File: config.mk
export PLATFORM = sky130hd
export DESIGN_NAME = if_fetch_flat
export DESIGN_NICKNAME = d
export VERILOG_FILES = /design/src/rtl/if_fetch_if.sv /design/src/rtl/if_fetch.sv /design/src/flat_wrapper.sv
export SDC_FILE = /design/constraint.sdc
export NUM_CORES = 1
export LEC_CHECK = 0
export BUFFER_PORTS_ARGS = -buffer_cell sky130_fd_sc_hd__buf_2
export CAP_MARGIN = 20
export CORE_UTILIZATION = 59
export DETAILED_ROUTE_END_ITERATION = 6
export MAX_ROUTING_LAYER = met4
export PLACE_DENSITY = 0.92
export SLEW_MARGIN = 10
export SYNTH_ARGS = -nofsm -noshare
export SYNTH_HDL_FRONTEND = slang
export SYNTH_SLANG_ARGS = --single-unit
File: constraint.sdc
create_clock -name clk -period 10.76 [get_ports clk]
set_input_delay 0.538 -clock clk [delete_from_list [all_inputs] [get_ports clk]]
set_output_delay 0.538 -clock clk [all_outputs]
set_load 0.02 [all_outputs]
File: src/rtl/if_fetch_if.sv
// Fetch-stage bundle: flow control from ID, instruction-memory handshake and the
// head entry presented to ID. The master side is the fetch unit.
interface if_fetch_if;
   logic        stall_i;
   logic        flush_i;
   logic [31:0] flush_pc_i;
   logic        imem_req_o;
   logic [31:0] imem_addr_o;
   logic        imem_ack_i;
   logic [63:0] imem_rdata_i;
   logic        id_valid_o;
   logic [31:0] id_pc_o;
   logic [63:0] id_inst_o;

   modport master (
      input  stall_i, flush_i, flush_pc_i, imem_ack_i, imem_rdata_i,
      output imem_req_o, imem_addr_o, id_valid_o, id_pc_o, id_inst_o
   );

   modport slave (
      output stall_i, flush_i, flush_pc_i, imem_ack_i, imem_rdata_i,
      input  imem_req_o, imem_addr_o, id_valid_o, id_pc_o, id_inst_o
   );
endinterface

File: src/rtl/if_fetch.sv
// Instruction fetch: keeps at most one memory request in flight and buffers fetched
// words in a 2-entry FIFO toward ID. A flush redirects fetch and drops everything
// buffered; a request that is already in flight is waited out and its data dropped.
module if_fetch #(
   parameter logic [31:0] RESET_PC = 32'h0000_0000,
   parameter int unsigned PC_STEP  = 8
) (
   input logic       clk,
   input logic       rst,
   if_fetch_if.master bus
);

   typedef enum logic [1:0] {StIdle, StFetch, StDiscard} state_e;

   state_e      state_q;
   logic        req_q;
   logic [31:0] addr_q;
   logic [31:0] fetch_pc_q;
   logic [31:0] fetch_pc_inc;
   logic [1:0]  count_q;
   logic [1:0]  count_d;
   logic [31:0] pc_q   [2];
   logic [63:0] inst_q [2];

   logic ack;
   logic push;
   logic pop;
   logic can_issue;
   logic wr_hi;

   assign bus.imem_req_o  = req_q;
   assign bus.imem_addr_o = addr_q;
   assign bus.id_valid_o  = (count_q != 2'd0);
   assign bus.id_pc_o     = pc_q[0];
   assign bus.id_inst_o   = inst_q[0];

   // Handshake decode and next occupancy, including same-edge push and pop.
   always_comb begin
      ack          = req_q & bus.imem_ack_i;
      pop          = (count_q != 2'd0) & ~bus.stall_i & ~bus.flush_i;
      push         = (state_q == StFetch) & ack & ~bus.flush_i;
      count_d      = bus.flush_i ? 2'd0 : (count_q + {1'b0, push} - {1'b0, pop});
      // Never issue a request that could land in a full FIFO.
      can_issue    = (count_d <= 2'd1);
      // Incoming word goes to slot 1 only if slot 0 stays occupied after this edge.
      wr_hi        = (count_q == 2'd2) || ((count_q == 2'd1) && !pop);
      fetch_pc_inc = fetch_pc_q + 32'(PC_STEP);
   end

   // FIFO storage and occupancy; slot 0 is always the head.
   always_ff @(posedge clk) begin
      if (rst) begin
         count_q   <= 2'd0;
         pc_q[0]   <= '0;
         pc_q[1]   <= '0;
         inst_q[0] <= '0;
         inst_q[1] <= '0;
      end else begin
         count_q <= count_d;
         if (pop) begin
            pc_q[0]   <= pc_q[1];
            inst_q[0] <= inst_q[1];
         end
         if (push) begin
            if (wr_hi) begin
               pc_q[1]   <= addr_q;
               inst_q[1] <= bus.imem_rdata_i;
            end else begin
               pc_q[0]   <= addr_q;
               inst_q[0] <= bus.imem_rdata_i;
            end
         end
      end
   end

   // Request FSM; the request and address are held until the ack edge.
   always_ff @(posedge clk) begin
      if (rst) begin
         state_q    <= StIdle;
         req_q      <= 1'b0;
         addr_q     <= '0;
         fetch_pc_q <= RESET_PC;
      end else begin
         unique case (state_q)
            StIdle: begin
               if (bus.flush_i) begin
                  fetch_pc_q <= bus.flush_pc_i;
               end else if (can_issue) begin
                  req_q      <= 1'b1;
                  addr_q     <= fetch_pc_q;
                  fetch_pc_q <= fetch_pc_inc;
                  state_q    <= StFetch;
               end
            end
            StFetch: begin
               if (bus.flush_i) begin
                  fetch_pc_q <= bus.flush_pc_i;
                  if (ack) begin
                     req_q   <= 1'b0;
                     state_q <= StIdle;
                  end else begin
                     state_q <= StDiscard;
                  end
               end else if (ack) begin
                  if (can_issue) begin
                     addr_q     <= fetch_pc_q;
                     fetch_pc_q <= fetch_pc_inc;
                  end else begin
                     req_q   <= 1'b0;
                     state_q <= StIdle;
                  end
               end
            end
            StDiscard: begin
               if (bus.flush_i) begin
                  fetch_pc_q <= bus.flush_pc_i;
               end
               if (ack) begin
                  req_q   <= 1'b0;
                  state_q <= StIdle;
               end
            end
            default: begin
               req_q   <= 1'b0;
               state_q <= StIdle;
            end
         endcase
      end
   end

endmodule

File: src/flat_wrapper.sv
// flat-port wrapper written by rule: the top's interface ports become plain ports
module if_fetch_flat 
#(
   parameter logic [31:0] RESET_PC = 32'h0000_0000,
   parameter int unsigned PC_STEP  = 8
)
  (clk, rst, bus_stall_i, bus_flush_i, bus_flush_pc_i, bus_imem_ack_i, bus_imem_rdata_i, bus_imem_req_o, bus_imem_addr_o, bus_id_valid_o, bus_id_pc_o, bus_id_inst_o);
  if_fetch_if bus_i ();
  input logic clk;
  input logic rst;
  input wire logic [$bits(bus_i.stall_i)-1:0] bus_stall_i;
  input wire logic [$bits(bus_i.flush_i)-1:0] bus_flush_i;
  input wire logic [$bits(bus_i.flush_pc_i)-1:0] bus_flush_pc_i;
  input wire logic [$bits(bus_i.imem_ack_i)-1:0] bus_imem_ack_i;
  input wire logic [$bits(bus_i.imem_rdata_i)-1:0] bus_imem_rdata_i;
  output wire logic [$bits(bus_i.imem_req_o)-1:0] bus_imem_req_o;
  output wire logic [$bits(bus_i.imem_addr_o)-1:0] bus_imem_addr_o;
  output wire logic [$bits(bus_i.id_valid_o)-1:0] bus_id_valid_o;
  output wire logic [$bits(bus_i.id_pc_o)-1:0] bus_id_pc_o;
  output wire logic [$bits(bus_i.id_inst_o)-1:0] bus_id_inst_o;
  assign bus_i.stall_i = bus_stall_i;
  assign bus_i.flush_i = bus_flush_i;
  assign bus_i.flush_pc_i = bus_flush_pc_i;
  assign bus_i.imem_ack_i = bus_imem_ack_i;
  assign bus_i.imem_rdata_i = bus_imem_rdata_i;
  assign bus_imem_req_o = bus_i.imem_req_o;
  assign bus_imem_addr_o = bus_i.imem_addr_o;
  assign bus_id_valid_o = bus_i.id_valid_o;
  assign bus_id_pc_o = bus_i.id_pc_o;
  assign bus_id_inst_o = bus_i.id_inst_o;
  if_fetch #(.RESET_PC(RESET_PC), .PC_STEP(PC_STEP)) u_core (.clk(clk), .rst(rst), .bus(bus_i));
endmodule
==> out/qor.yml, run 1 <==
ant_nets: 0
crit_slowest_cell: "buf_4"
synth.most_common_cell: "nand2_1"
ff2ff_path_depth: 6
io_pins: 231
clkTransAtPathRegs_ns: 0.06
total_power_mw: 2.24
hold_depth: 3
syn_nets: 1191
syn_inst: 1087
drt_iter0_markers: 1138
grt_pass1_wl_um: 41800
worstPathArrival_ns: 3.52
core_um2: 18700
synth-seq-area-share: 0.634
ys.flop_type: "edfxtp_1"
finalSetupViolCount: 0
cts_root_buf: "clkbuf_16"
tns_ns: 0
routed_via_density: 5.80
critPathLaunch: "u_core.state_q[0]"
grt_max_degree: 109
vdd_drop_max_uv: 90.5
rsz0062_at_grt: "false"
drc: 0
cts_hold_buf: 0
cell_internal_pwr_mw: 1.73
initial_core_util: 0.603
yosys-top-cells-area: "edfxtp_1 51%, dfxtp_1 12%, nand2_1 9.6%"
synth_xor_area_frac: 0.00377
switchingPower_uw: 504
h-tree-depth: 1
synth_warnings: 0
power_frac_comb: 0.072
vias: 8873
seq_power_share: 0.516
worstHoldStart: "bus_flush_pc_i[0]"
cp_common_cell: "buf_4"
drive_above_1_share: 0.230
netlist_area_um2: 11300
max_freq_mhz: 296
crit_family: "simple AND/OR/NAND/NOR gates"
dieArea_um2: 19700
ys_types: 63
pre_cts_slack_ns: 7.09
cp_max_fo: 86
tightest_slew_ns: 0.939
slew_headroom: 0.374
track_usage: 0.276
rows: 50
status: "completed"
cts_sinks: 261
clk_path_buf_depth: 3
period_share: 0.314
area_growth_pct: 18.8
fin_crit_ns: 3.38
io_buffers: 230
final_hold_viol_count: 0
firstDrtPassIters: 5
p_leak_nw: 5.18
numCtsBuffers: 25
synth_top_family_by_area: "simple AND/OR/NAND/NOR gates"
cts_tree: "done"
maxCapViolations: 0
synth_compound_area_frac: 0.115
final_cells: 1531
start_kind: "register"
ys_seq_elements: 261
routabilityCongestion: 0.940
grt_pass1_vias: 8110
synth-simple-area-share: 0.208
power_density_nw_per_um2: 167
grt_overflow: 0
worst-path-stages: 6
routedWlPerCell_um: 17.4
synth_common_cells: "288 x nand2_1, 192 x edfxtp_1, 122 x o21ai_0"
path_cells: "and4b_1, and2_1, nor3b_4, buf_4, or3_4, buf_4"
clk_latency_ns: 0.51
placed_cells: 1484
skew_ns: 0.0110
synth_fa_ha_area_frac: 0.00333
routed_wl_um: 26700
synthArstFlopShare: 0
cts_setup_buffers: 0
synth_area_per_cell_um2: 10.4
worst_setup_path_end_kind: "register"
hold_path.class: "input pin to register"
p_sw_frac: 0.225
yosysTopAreaCellShare: 0.511
place_hpwl_um: 16800
die_w_um: 140
cpPeakStageDelay_ns: 0.64
worstPathRequired_ns: 10.90
antenna_found_initial: 0
finalMaxSlewViolations: 0
worstSetupPathType: "register to register"
setup_slack_ns: 7.38
synth-edff-count: 192
fin_nets: 1382
clockPowerShare: 0.412
synth_area_leader_cell: "edfxtp_1"
synthMuxAreaShare: 0.00366
cp_num_buf_inv: 2
reg2reg_from: "u_core.state_q[0]"
cts.repair.resized: 0
die_y_um: 140
==> state kept, by name, summed over array words and instances (netlist names) <==
name	cells
u_core.state_q	2
u_core.bus.imem_addr_o	32
u_core.count_q	2
u_core.bus.imem_req_o	1
u_core.fetch_pc_q	32
u_core.inst_q	128
u_core.pc_q	64
==> area by class of cell <==
cell class	instances	area, µm²
Sequential cell	261	7150
Fill cell	1226	5320
Clock buffer	30	664
Clock inverter	15	201
Antenna cell	1	2.50
Multi-Input combinational cell	738	3790
Timing Repair Buffer	243	1260
Inverter	9	33.8
Tap cell	234	293
==> cell families (layout without fill, tap and decap cells) <==
group,count (synthesis),in the layout
compound gates,229,229
buf+inv,88,297
fa+ha+maj,3,3
other cells,0,1
xor+xnor,3,3
simple gates,499,499
flops,261,261
mux,4,4
==> cells in the final DEF (no fill, tap or decap), types with 4 or more instances in the layout <==
master     instances
and3_1             8
clkinv_2           8
a21oi_1           56
inv_1              8
a211oi_1           7
nor3_1            11
clkbuf_16         25
nand4_1            8
bufinv_16          5
buf_4             12
and2_1           104
buf_2            230
o21ai_0          121
a22oi_1            4
dfxtp_1           69
nand2_1          287
nor2_1            27
and4_1             4
nand3_1           19
nor4_1             9
edfxtp_1         192
a31oi_1            9
==> final timing paths <==
check | to | slack (ns)
setup / recovery | u_core.inst_q[0][35] | 7.38
hold reg to reg | u_core.bus.imem_addr_o[2] | 0.46
hold / removal | u_core.fetch_pc_q[0] | 0.28
setup reg to reg | u_core.inst_q[0][35] | 7.38
==> layer usage <==
metal / track usage / wire length (µm)
met1: 0.351 / 10400
met2: 0.454 / 13100
met3: 0.0503 / 2630
met4: 0.0769 / 520
met5: - / 0
==> per-stage QoR <==
step	hold WS [ns]	cell area, µm²	util
global placement	0.440	12500	0.669
global route	0.278	13400	0.716
floorplan	0.431	11300	-
finish	0.276	13400	0.716
CTS	0.265	13400	0.715
detailed placement	0.443	12500	0.669
==> power by group through the flow <==
stage               sequential [mW]  clock, mW  combinational, mW
CTS                            1.15      0.932              0.160
detailed placement             1.17          0              0.158
global route                   1.16      0.969              0.176
finish                         1.15      0.922              0.162
floorplan                      1.19          0             0.0710
global placement               1.17          0              0.155
==> worst min-delay path, cell delays in order <==
cell and delay [ns]:
buf_2 0.09, mux2i_1 0.06, nor2_1 0.07
Note: power is estimated with default switching activity, not from simulation.
==> run 2: changes to the inputs <==
CORE_UTILIZATION = 50   (was 59)
PLACE_DENSITY = 0.84   (was 0.92)
clock period = 2.7 ns   (was 10.76 ns; I/O delays follow)
==> run 2 against run 1 <==
The flow now finishes with violations (design-rule violations). Die area up 18%. Global-route usage decreased by 0.94 points. Cell count is 10% higher. Routed wire length is 13% higher. Cell area up 8.4%. Via count up 5.7%. Clock power rose to 3.6 times the previous value. Combinational power increased to 5.0 times the previous value.
==> out/qor.yml, run 2 (synthesized netlist as in run 1, its figures left out) <==
status: "finished, violations left"
violations: "design-rule violations"
routabilityCongestion: 0.896  # -4.7%
start_kind: "register"
drt_iter0_markers: 892  # -22%
switchingPower_mw: 2.11  # +320%
cell_internal_pwr_mw: 6.63  # +280%
slew_headroom: 0.298  # -0.0762
worstPathArrival_ns: 2.94  # -0.58 ns
max_freq_mhz: 397  # +34%
crit_family: "compound AO/OA/AOI/OAI gates"
drive_above_1_share: 0.230  # +0.000395
io_buffers: 230  # unchanged
grt_pass1_vias: 8962  # +11%
maxCapViolations: 0  # unchanged
cp_max_fo: 11  # -87%
largest_reg_flops: 128  # unchanged
worst-path-stages: 11  # +5
routedWlPerCell_um: 17.9  # +2.7%
worstSetupPathType: "register to register"
track_usage: 0.266  # -0.00935
dieArea_um2: 23200  # +18%
path_cells: "nor2_2, nor3_2, ha_1, inv_1, ha_1, xor3_2, o21ai_4, and2_1, buf_4, a41o_1, a2111oi_2"
worst_setup_path_end_kind: "register"
reg2reg_to: "u_core.fetch_pc_q[21]"
cpPeakStageDelay_ns: 0.35  # -0.29 ns
largestRegisters: "u_core.inst_q: 128 flops, u_core.pc_q: 64 flops"
ff2ff_path_depth: 11  # +5
numCtsBuffers: 27  # +8.0%
die_y_um: 152  # +8.5%
power_density_nw_per_um2: 602  # +260%
grt_overflow: 0  # unchanged
routed_via_density: 5.54  # -4.3%
area_growth_pct: 28.7
seq_power_share: 0.526  # +0.010
tightest_slew_ns: 1.05  # +0.114 ns
die_w_um: 152  # +8.5%
vias: 9376  # +5.7%
antenna_found_initial: 0  # unchanged
finalMaxSlewViolations: 0  # unchanged
h-tree-depth: 1  # unchanged
crit_slowest_cell: "dfxtp_2"
drc: 30  # +30
top_register: "u_core.inst_q"
core_um2: 22000  # +17%
r2r_setup_slack_ns: 0.18  # -7.20 ns
clk_latency_ns: 0.52  # about the same
cts_sinks: 261  # unchanged
n_antenna_cell: 0  # -1
finalSetupViolCount: 0  # unchanged
initial_core_util: 0.514  # -0.0893
grt_pass1_wl_um: 47800  # +15%
rsz0062_at_grt: "false"
clockPowerShare: 0.381  # -0.031
grt_max_degree: 105  # -3.7%
fin_crit_ns: 2.52  # -0.862 ns
routed_wl_um: 30300  # +13%
period_share: 0.934  # +0.619
vdd_drop_max_uv: 307  # +240%
power_frac_comb: 0.092  # +0.020
fill_cells: 1552  # +27%
reg2reg_from: "u_core.count_q[0]"
place_hpwl_um: 18200  # +8.5%
cp_num_buf_inv: 2  # unchanged
firstDrtPassIters: 7  # +2
clkTransAtPathRegs_ns: 0.07  # about the same
worstPathRequired_ns: 3.11  # -7.79 ns
layout_commonest_cell: "nand2_1"
cp_common_cell: "ha_1"
p_leak_nw: 5.63  # +8.8%
tns_ns: 0  # unchanged
p_sw_frac: 0.241  # +0.0159
final_hold_viol_count: 0  # unchanged
rows: 54  # +8.0%
ant_nets: 0  # unchanged
worstSetupEndpoint: "u_core.fetch_pc_q[21]"
fin_nets: 1495  # +8.2%
io_pins: 231  # unchanged
cts_root_buf: "clkbuf_16"
cts_tree: "done"
clk_path_buf_depth: 3  # unchanged
critPathLaunch: "u_core.count_q[0]"
final_cell_mix: "287 x nand2_1, 230 x buf_2, 192 x edfxtp_1, 121 x o21ai_0, 104 x and2_1"
final_util: 0.661  # -0.0548
hold_path.class: "input pin to register"
skew_ns: 0.0217  # +0.0107 ns
[run 2: cell count changes in the layout (fill, tap and decap cells not counted), sizes merged]
cell and delta:
clkbuf +1, bufinv -5, clkinvlp +3, clkinv +5, dlygate4sd3 +83, diode -1
buf +28
[run 2: worst min path at each step]
stage                                        to               start  slack, ns  depth (start not counted)
final                     u_core.fetch_pc_q[19]  bus_flush_pc_i[19]       0.02                          3
after global routing      u_core.fetch_pc_q[19]  bus_flush_pc_i[19]       0.01                          3
after CTS                  u_core.fetch_pc_q[6]   bus_flush_pc_i[6]      0.006                          5
after detailed placement   u_core.fetch_pc_q[2]   bus_flush_pc_i[2]       0.40                          3
after global placement     u_core.fetch_pc_q[2]   bus_flush_pc_i[2]       0.39                          3
after floorplan               u_core.state_q[1]      bus_imem_ack_i       0.23                          1
[run 2: metrics by stage]
step	cells	setup WS (ns)	power (mW)	cell area, µm²	hold slack [ns]
2_1_floorplan	1087	0.0949	5.03	11300	0.234
3_3_place_gp	1559	0.152	5.35	12900	0.386
3_5_place_dp	1559	0.0597	5.37	12900	0.398
4_1_cts	1691	0.0339	8.75	14500	0.00565
5_1_grt	1691	0.0150	9.02	14500	0.00953
6_report	1691	0.179	8.74	14500	0.0235
[run 2: power groups by stage]
stage,combinational (mW),clock (mW),sequential [mW]
2_1_floorplan,0.284,0,4.75
5_1_grt,0.861,3.55,4.61
4_1_cts,0.788,3.37,4.59
3_5_place_dp,0.691,0,4.67
6_report,0.805,3.33,4.60
3_3_place_gp,0.679,0,4.67
[run 2: routing by layer]
layer / share of wire / global-route usage / vias up
met3: 0.093 / 0.0449 / 61
met5: 0 / - / -
met1: 0.39 / 0.334 / 4392
met2: 0.49 / 0.440 / 496
li1: - / - / 4427
met4: 0.025 / 0.0850 / 0
[run 2: final cells by class]
class,count,area (µm²),area share
clock buffer,31,691,0.0476
clock inverter,18,96.3,0.00664
inverter,9,33.8,0.00233
multi-input combinational,738,3800,0.262
sequential,261,7150,0.493
tap,280,350,0.0241
timing repair buffer,354,2390,0.165
[run 2: timing repair]
item / 4_1_cts / 5_1_grt
resized for setup: 0 / 5
buffers inserted: 0 / 0
hold endpoints to repair: 148 / 0
endpoints found under the setup margin: 0 / 56
hold buffers: 83 / 0
[run 2: worst min-delay path, stage by stage]
cell and delay (ns):
buf_2 0.11, nor3_1 0.18, nor4_1 0.08
